`src/rtl/spw_link_fsm_pkg.sv`:
```
// Shared definitions for the SpaceWire link-interface FSM: state encoding,
// timing defaults and credit constants.
package spw_link_fsm_pkg;

  typedef enum logic [2:0] {
    ST_ERROR_RESET = 3'd0,
    ST_ERROR_WAIT  = 3'd1,
    ST_READY       = 3'd2,
    ST_STARTED     = 3'd3,
    ST_CONNECTING  = 3'd4,
    ST_RUN         = 3'd5
  } link_state_e;

  localparam int T_6U4_DEF    = 640;
  localparam int T_12U8_DEF   = 1280;
  localparam int T_DISC_DEF   = 85;
  localparam int MAX_CRED_DEF = 56;
  localparam int CRED_STEP    = 8;

  // Credit is only meaningful once FCTs may be exchanged.
  function automatic logic credit_active(input link_state_e s);
    return (s == ST_CONNECTING) || (s == ST_RUN);
  endfunction

endpackage

```
`src/rtl/spw_link_fsm_credit_counter.sv`:
```
// TX flow-control credit: +CRED_STEP per received FCT, -1 per sent N-Char,
// with overflow/underflow reported as a violation and the count held.
module spw_credit_counter
  import spw_link_fsm_pkg::*;
#(
  parameter int MAX_CRED = MAX_CRED_DEF
) (
  input  logic       clk,
  input  logic       rst_n,
  input  logic       clear,
  input  logic       enable,
  input  logic       add,
  input  logic       sub,
  output logic [5:0] credit,
  output logic       violation
);

  logic [6:0] sum;

  always_comb begin
    sum       = {1'b0, credit} + (add ? 7'(CRED_STEP) : 7'd0) - (sub ? 7'd1 : 7'd0);
    violation = 1'b0;
    if (enable) begin
      if (add && (sum > 7'(MAX_CRED))) begin
        violation = 1'b1;
      end else if (!add && sub && (credit == 6'd0)) begin
        violation = 1'b1;
      end
    end
  end

  always_ff @(posedge clk or negedge rst_n) begin
    if (!rst_n) begin
      credit <= 6'd0;
    end else if (clear) begin
      credit <= 6'd0;
    end else if (enable && !violation && (add || sub)) begin
      credit <= sum[5:0];
    end
  end

endmodule

```
`src/rtl/spw_link_fsm.sv`:
```
// SpaceWire link-interface state machine: sequences RX reset and TX mode from
// RX events, host controls, a shared state timer and a disconnect detector.
module spw_link_fsm
  import spw_link_fsm_pkg::*;
#(
  parameter int T_6U4    = T_6U4_DEF,
  parameter int T_12U8   = T_12U8_DEF,
  parameter int T_DISC   = T_DISC_DEF,
  parameter int MAX_CRED = MAX_CRED_DEF
) (
  input  logic       pclk,
  input  logic       resetn,
  input  logic       link_start,
  input  logic       auto_start,
  input  logic       link_disable,
  input  logic       rx_got_bit,
  input  logic       rx_got_null,
  input  logic       rx_got_fct,
  input  logic       rx_got_nchar,
  input  logic       rx_got_time_code,
  input  logic       rx_error,
  input  logic       tx_nchar_sent,
  output logic       rx_resetn,
  output logic       tx_enable,
  output logic       tx_send_fct,
  output logic [5:0] tx_credit,
  output logic [2:0] link_state,
  output logic       link_error
);

  localparam int TW = $clog2(T_12U8);
  localparam int DW = $clog2(T_DISC);

  link_state_e   state;
  link_state_e   state_nxt;
  logic [TW-1:0] timer;
  logic [DW-1:0] idle_cnt;
  logic          null_seen;
  logic          disc_armed;
  logic          disc;
  logic          cred_viol;
  logic          err;
  logic          err_exit;
  logic          bad_char;
  logic          link_en;
  logic          expiry_short;
  logic          expiry_long;

  assign link_state = state;

  always_comb begin
    expiry_short = (timer == TW'(T_6U4 - 1));
    expiry_long  = (timer == TW'(T_12U8 - 1));
    disc_armed   = null_seen && (state != ST_ERROR_RESET);
    disc         = disc_armed && (idle_cnt == DW'(T_DISC - 1));
    err          = rx_error || disc || cred_viol;
    bad_char     = rx_got_fct || rx_got_nchar || rx_got_time_code;
    link_en      = !link_disable && (link_start || (auto_start && null_seen));
    state_nxt    = state;
    err_exit     = 1'b0;
    // Priority inside each state: err, link_disable, forward event, timer expiry.
    case (state)
      ST_ERROR_RESET: begin
        if (expiry_short) state_nxt = ST_ERROR_WAIT;
      end
      ST_ERROR_WAIT: begin
        if (err) begin
          state_nxt = ST_ERROR_RESET;
          err_exit  = 1'b1;
        end else if (bad_char) state_nxt = ST_ERROR_RESET;
        else if (expiry_long) state_nxt = ST_READY;
      end
      ST_READY: begin
        if (err) begin
          state_nxt = ST_ERROR_RESET;
          err_exit  = 1'b1;
        end else if (bad_char) state_nxt = ST_ERROR_RESET;
        else if (link_en) state_nxt = ST_STARTED;
      end
      ST_STARTED: begin
        if (err) begin
          state_nxt = ST_ERROR_RESET;
          err_exit  = 1'b1;
        end else if (bad_char) state_nxt = ST_ERROR_RESET;
        else if (null_seen) state_nxt = ST_CONNECTING;
        else if (expiry_long) state_nxt = ST_ERROR_RESET;
      end
      ST_CONNECTING: begin
        if (err) begin
          state_nxt = ST_ERROR_RESET;
          err_exit  = 1'b1;
        end else if (link_disable) state_nxt = ST_ERROR_RESET;
        else if (rx_got_fct) state_nxt = ST_RUN;
        else if (rx_got_nchar || rx_got_time_code) state_nxt = ST_ERROR_RESET;
        else if (expiry_long) state_nxt = ST_ERROR_RESET;
      end
      ST_RUN: begin
        if (err) begin
          state_nxt = ST_ERROR_RESET;
          err_exit  = 1'b1;
        end else if (link_disable) state_nxt = ST_ERROR_RESET;
      end
      default: state_nxt = ST_ERROR_RESET;
    endcase
  end

  // Outputs are registered from the next state so they move with link_state.
  always_ff @(posedge pclk or negedge resetn) begin
    if (!resetn) begin
      state       <= ST_ERROR_RESET;
      timer       <= '0;
      idle_cnt    <= '0;
      null_seen   <= 1'b0;
      rx_resetn   <= 1'b0;
      tx_enable   <= 1'b0;
      tx_send_fct <= 1'b0;
      link_error  <= 1'b0;
    end else begin
      state <= state_nxt;
      timer <= (state_nxt != state) ? '0 : timer + 1'b1;
      if (state == ST_ERROR_RESET) begin
        null_seen <= 1'b0;
      end else if (rx_got_null) begin
        null_seen <= 1'b1;
      end
      if (!disc_armed || rx_got_bit || disc) begin
        idle_cnt <= '0;
      end else begin
        idle_cnt <= idle_cnt + 1'b1;
      end
      rx_resetn   <= (state_nxt != ST_ERROR_RESET);
      tx_enable   <= (state_nxt == ST_STARTED) || credit_active(state_nxt);
      tx_send_fct <= credit_active(state_nxt);
      link_error  <= err_exit;
    end
  end

  spw_credit_counter #(
    .MAX_CRED(MAX_CRED)
  ) u_credit (
    .clk      (pclk),
    .rst_n    (resetn),
    .clear    (!credit_active(state_nxt)),
    .enable   (credit_active(state)),
    .add      (rx_got_fct),
    .sub      (tx_nchar_sent),
    .credit   (tx_credit),
    .violation(cred_viol)
  );

endmodule

```
`config.mk`:
```
export PLATFORM = sky130hd
export DESIGN_NAME = spw_link_fsm
export DESIGN_NICKNAME = d
export VERILOG_FILES = /design/src/rtl/spw_link_fsm_pkg.sv /design/src/rtl/spw_link_fsm_credit_counter.sv /design/src/rtl/spw_link_fsm.sv
export SDC_FILE = /design/constraint.sdc
export NUM_CORES = 1
export LEC_CHECK = 0
export ABC_AREA = 1
export CAP_MARGIN = 20
export CORE_ASPECT_RATIO = 2
export CORE_MARGIN = 3
export CORE_UTILIZATION = 58
export CTS_BUF_LIST = sky130_fd_sc_hd__clkbuf_2
export CTS_CLUSTER_SIZE = 20
export DETAILED_ROUTE_END_ITERATION = 10
export PLACE_DENSITY = 0.78
export SYNTH_ARGS = -nofsm -noshare
export SYNTH_HDL_FRONTEND = slang
export SYNTH_SLANG_ARGS = --single-unit
```
`constraint.sdc`:
```
create_clock -name pclk -period 2.8 [get_ports pclk]
set_input_delay 0.7 -clock pclk [delete_from_list [all_inputs] [get_ports pclk]]
set_output_delay 0.7 -clock pclk [all_outputs]
set_load 0.05 [all_outputs]
```
==> metrics.cfg <==
[floorplan]
die_height_um = 91.0
floorplan.rows = 30
io_pins = 25
floorplan.core_area_um2 = 3420
die-area_um2 = 4410
die_w_um = 48.5
floorplan.initialDensity = 0.613

[timing]
worst_pin_slew_ps = 513
maxSlewHeadroom = 0.657
setup_viol = 0
finalCritPeriodShare = 0.949
setup_total_negative_slack_ps = 0
report.final.hold_viol_count = 0
fmax_ghz = 0.376
fin_skew_ps = 19.4
min_period_ps = 2660
finalMaxSlewViolations = 0

[global_route]
antenna_found_initial = 0
grt-ovfl-total = 0
via_count_of_the_first_global_routing_pass = 1885
wire_length_of_the_first_global_routing_pass_um = 8060
grt_usage = 0.230
grt_start_max_net_pins = 33

[clock_tree]
cts_buffers = 5
clk_transition_reported_paths_ps = 160
clock_latency_ps = 370
cts_root_buf = sky130_fd_sc_hd__clkbuf_2
deepest_clock_path_buffer_count = 2
cts.htree.levels = 2
cts.sink_count = 32
cts_tree = built
ctsHoldBuffers = 0

[synth]
seq_area_frac_synth = 0.382
synth_top_flop_cell = sky130_fd_sc_hd__dfrtp_1
synth_async_sr_flop_share = 1.00
yosysUniqueCellTypes = 37
synth.top_cells.by_area = sky130_fd_sc_hd__dfrtp_1 38%, sky130_fd_sc_hd__nand2_1 8.1%, sky130_fd_sc_hd__inv_1 6.6%, sky130_fd_sc_hd__ha_1 6.6%, sky130_fd_sc_hd__nor2_2 4.8%
cell_taking_the_most_area_after_synthesis = sky130_fd_sc_hd__dfrtp_1
yosys.area.top_type_share = 0.382
ys_seq_elements = 32
synthesis.area_um2 = 2090
syn-mean-instance-area_um2 = 8.12
synth_warnings = 0
post_synth_inst_count = 258
synth_enable_flop_cells = 0
synthesis.nets = 282

[setup_path]
slowest_delay_ps = 560
critical-path-top-delay-family = simple AND/OR/NAND/NOR gates
crit_path_cell_trace = clkbuf_2, ha_4, inv_2, ha_4, inv_2, fa_2, nand2_1, nor2_1, nor2_1, nand3_1, nand2_1, nand2_1, nand2_2, nand2_4, nand3_4, nand2_2, nand2_2, nor2_2, nand2_2, buf_12, nor2_2
crit_required_ps = 3100
timing.critical_path.from_type = primary input
worst-path-buf-inv = 4
path_class = primary input to flip-flop
critPathMostFrequentCell = sky130_fd_sc_hd__nand2_2
worstPathMaxFanout = 7
critical_path.slowest_cell = sky130_fd_sc_hd__fa_2
worst_setup_path_end_kind = flip-flop
arrival_ps = 2960

[detailed_routing]
wire_per_inst_um = 13.3
vias = 1874
route.final.wire_length_um = 4740
avgViaCountPerCell = 5.23
drc = 0
detail-route-antenna-nets = 0
detailedRoute.firstPassIterationCount = 4
drt_iter0_drc = 36

[final_layout]
nFillCells = 246
final_core_util = 0.784
layout.cells.most_common = sky130_fd_sc_hd__nand2_1
drive_gt1_frac = 0.274
nNetsFinal = 333
antennaDiodeCount = 0
final_cell_mix = 42 x sky130_fd_sc_hd__nand2_1, 33 x sky130_fd_sc_hd__inv_1, 31 x sky130_fd_sc_hd__dfrtp_1, 22 x sky130_fd_sc_hd__clkdlybuf4s50_1, 21 x sky130_fd_sc_hd__buf_4
synthToLayoutAreaGrowth_pct = 27.8
finalInstanceArea_um2 = 2680
instances_no_fill = 358

[placement]
portBuffers = 24
dp.cells = 346
detailedPlacementHpwl_um = 3720
gp_routability_congestion = 0.845
placement.cell_area_um2 = 2530

[power_and_ir_drop]
leakagePower_nw = 1.28
power.share.sequential = 0.564
p_switching_mw = 0.310
power_density_nw_per_um2 = 367
swShare = 0.316
pwr-share-comb = 0.214
ir_worst_vdd_mv = 0.366
internal-power_mw = 0.671
clock_power_share = 0.222

[flow_run]
max-cap-violations = 0

[outcome]
run_status = completed

[min_path]
worst_hold_path_type = flip-flop to flip-flop

## final timing paths
path | start | to | slack, ps | cells past startpoint
hold / removal | timer[0]$_DFF_PN0_ | timer[0]$_DFF_PN0_ | 480 | 1
setup / recovery | tx_nchar_sent | timer[4]$_DFF_PN0_ | 140 | 21
min in group asynchronous | resetn | timer[9]$_DFF_PN0_ | 710 | 2
setup reg to reg | u_credit.credit[0]$_DFFE_PN0P_ | timer[4]$_DFF_PN0_ | 170 | 21
max in group asynchronous | resetn | u_credit.credit[0]$_DFFE_PN0P_ | 1780 | 2
hold reg to reg | timer[0]$_DFF_PN0_ | timer[0]$_DFF_PN0_ | 480 | 1
## layer usage
| metal | global-route usage | share of wire |
|---|---|---|
| met3 | 0.0246 | 0.025 |
| met1 | 0.231 | 0.37 |
| met4 | 0.0974 | 0.026 |
| met2 | 0.459 | 0.58 |
| met5 | 0 | 0 |
## worst reg2reg max path, stage by stage (launching register included)
cell	delay, ps
sky130_fd_sc_hd__dfrtp_2	410
sky130_fd_sc_hd__inv_2	50
sky130_fd_sc_hd__ha_4	140
sky130_fd_sc_hd__inv_2	60
sky130_fd_sc_hd__ha_4	130
sky130_fd_sc_hd__inv_2	40
sky130_fd_sc_hd__fa_2	560
sky130_fd_sc_hd__nand2_1	50
sky130_fd_sc_hd__nor2_1	90
sky130_fd_sc_hd__nor2_1	50
sky130_fd_sc_hd__nand3_1	70
sky130_fd_sc_hd__nand2_1	50
sky130_fd_sc_hd__nand2_1	70
sky130_fd_sc_hd__nand2_2	70
sky130_fd_sc_hd__nand2_4	110
sky130_fd_sc_hd__nand3_4	80
sky130_fd_sc_hd__nand2_2	80
sky130_fd_sc_hd__nand2_2	60
sky130_fd_sc_hd__nor2_2	110
sky130_fd_sc_hd__nand2_2	80
sky130_fd_sc_hd__buf_12	140
sky130_fd_sc_hd__nor2_2	60
## registers in the layout (all words and copies together), names as in the netlist
signal / flops
u_credit.credit: 6
link_error: 1
idle_cnt: 7
null_seen: 1
tx_send_fct: 1
rx_resetn: 1
link_state: 3
tx_enable: 1
timer: 11
## metrics by stage
| stage | setup WS [ps] | total power [mW] | hold WS [ps] |
|---|---|---|---|
| final | 142 | 0.981 | 480 |
| after detailed placement | -607 | 0.763 | 460 |
| after floorplan | 17.0 | 0.699 | 404 |
| after CTS | 24.4 | 0.980 | 481 |
| after global placement | -558 | 0.757 | 469 |
| after global routing | -43.2 | 1.04 | 506 |
## final cells by class
cell class                      count  area [µm²]  area share
Multi-Input combinational cell    180        1190       0.444
Sequential cell                    32         802       0.300
Timing Repair Buffer               47         423       0.158
Inverter                           43         161      0.0603
Tap cell                           48        60.1      0.0224
Clock buffer                        6        30.0      0.0112
Clock inverter                      2        11.3     0.00421
## logic make-up after synthesis
family	count (synthesis)	share of synthesized area
fa+ha+maj	12	0.0753
simple gates	138	0.349
xor+xnor	10	0.0418
compound gates	20	0.0621
buf+inv	46	0.0896
flops	32	0.382
## power by group through the flow
| stage | logic [mW] | registers (mW) | clock network, mW |
|---|---|---|---|
| floorplan | 0.145 | 0.554 | 0 |
| global placement | 0.198 | 0.559 | 0 |
| detailed placement | 0.201 | 0.562 | 0 |
| CTS | 0.205 | 0.553 | 0.222 |
| global route | 0.237 | 0.562 | 0.240 |
| finish | 0.210 | 0.553 | 0.218 |
## repair_timing
| action | CTS | global route |
|---|---|---|
| setup endpoints to repair | 19 | 17 |
| buffers inserted | 1 | 3 |
| pin swaps | 5 | 8 |
| resized for setup | 9 | 12 |
## cell usage after synthesis (5+ instances only)
cell / n
sky130_fd_sc_hd__dfrtp_1: 32
sky130_fd_sc_hd__nor2_1: 20
sky130_fd_sc_hd__a21oi_1: 7
sky130_fd_sc_hd__ha_1: 11
sky130_fd_sc_hd__nand3_1: 18
sky130_fd_sc_hd__nand4_1: 8
sky130_fd_sc_hd__xor2_1: 9
sky130_fd_sc_hd__nand2_1: 45
sky130_fd_sc_hd__inv_2: 5
sky130_fd_sc_hd__nand2_2: 8
sky130_fd_sc_hd__nor2_2: 16
sky130_fd_sc_hd__inv_1: 37
Note: power is estimated with default switching activity, not from simulation.
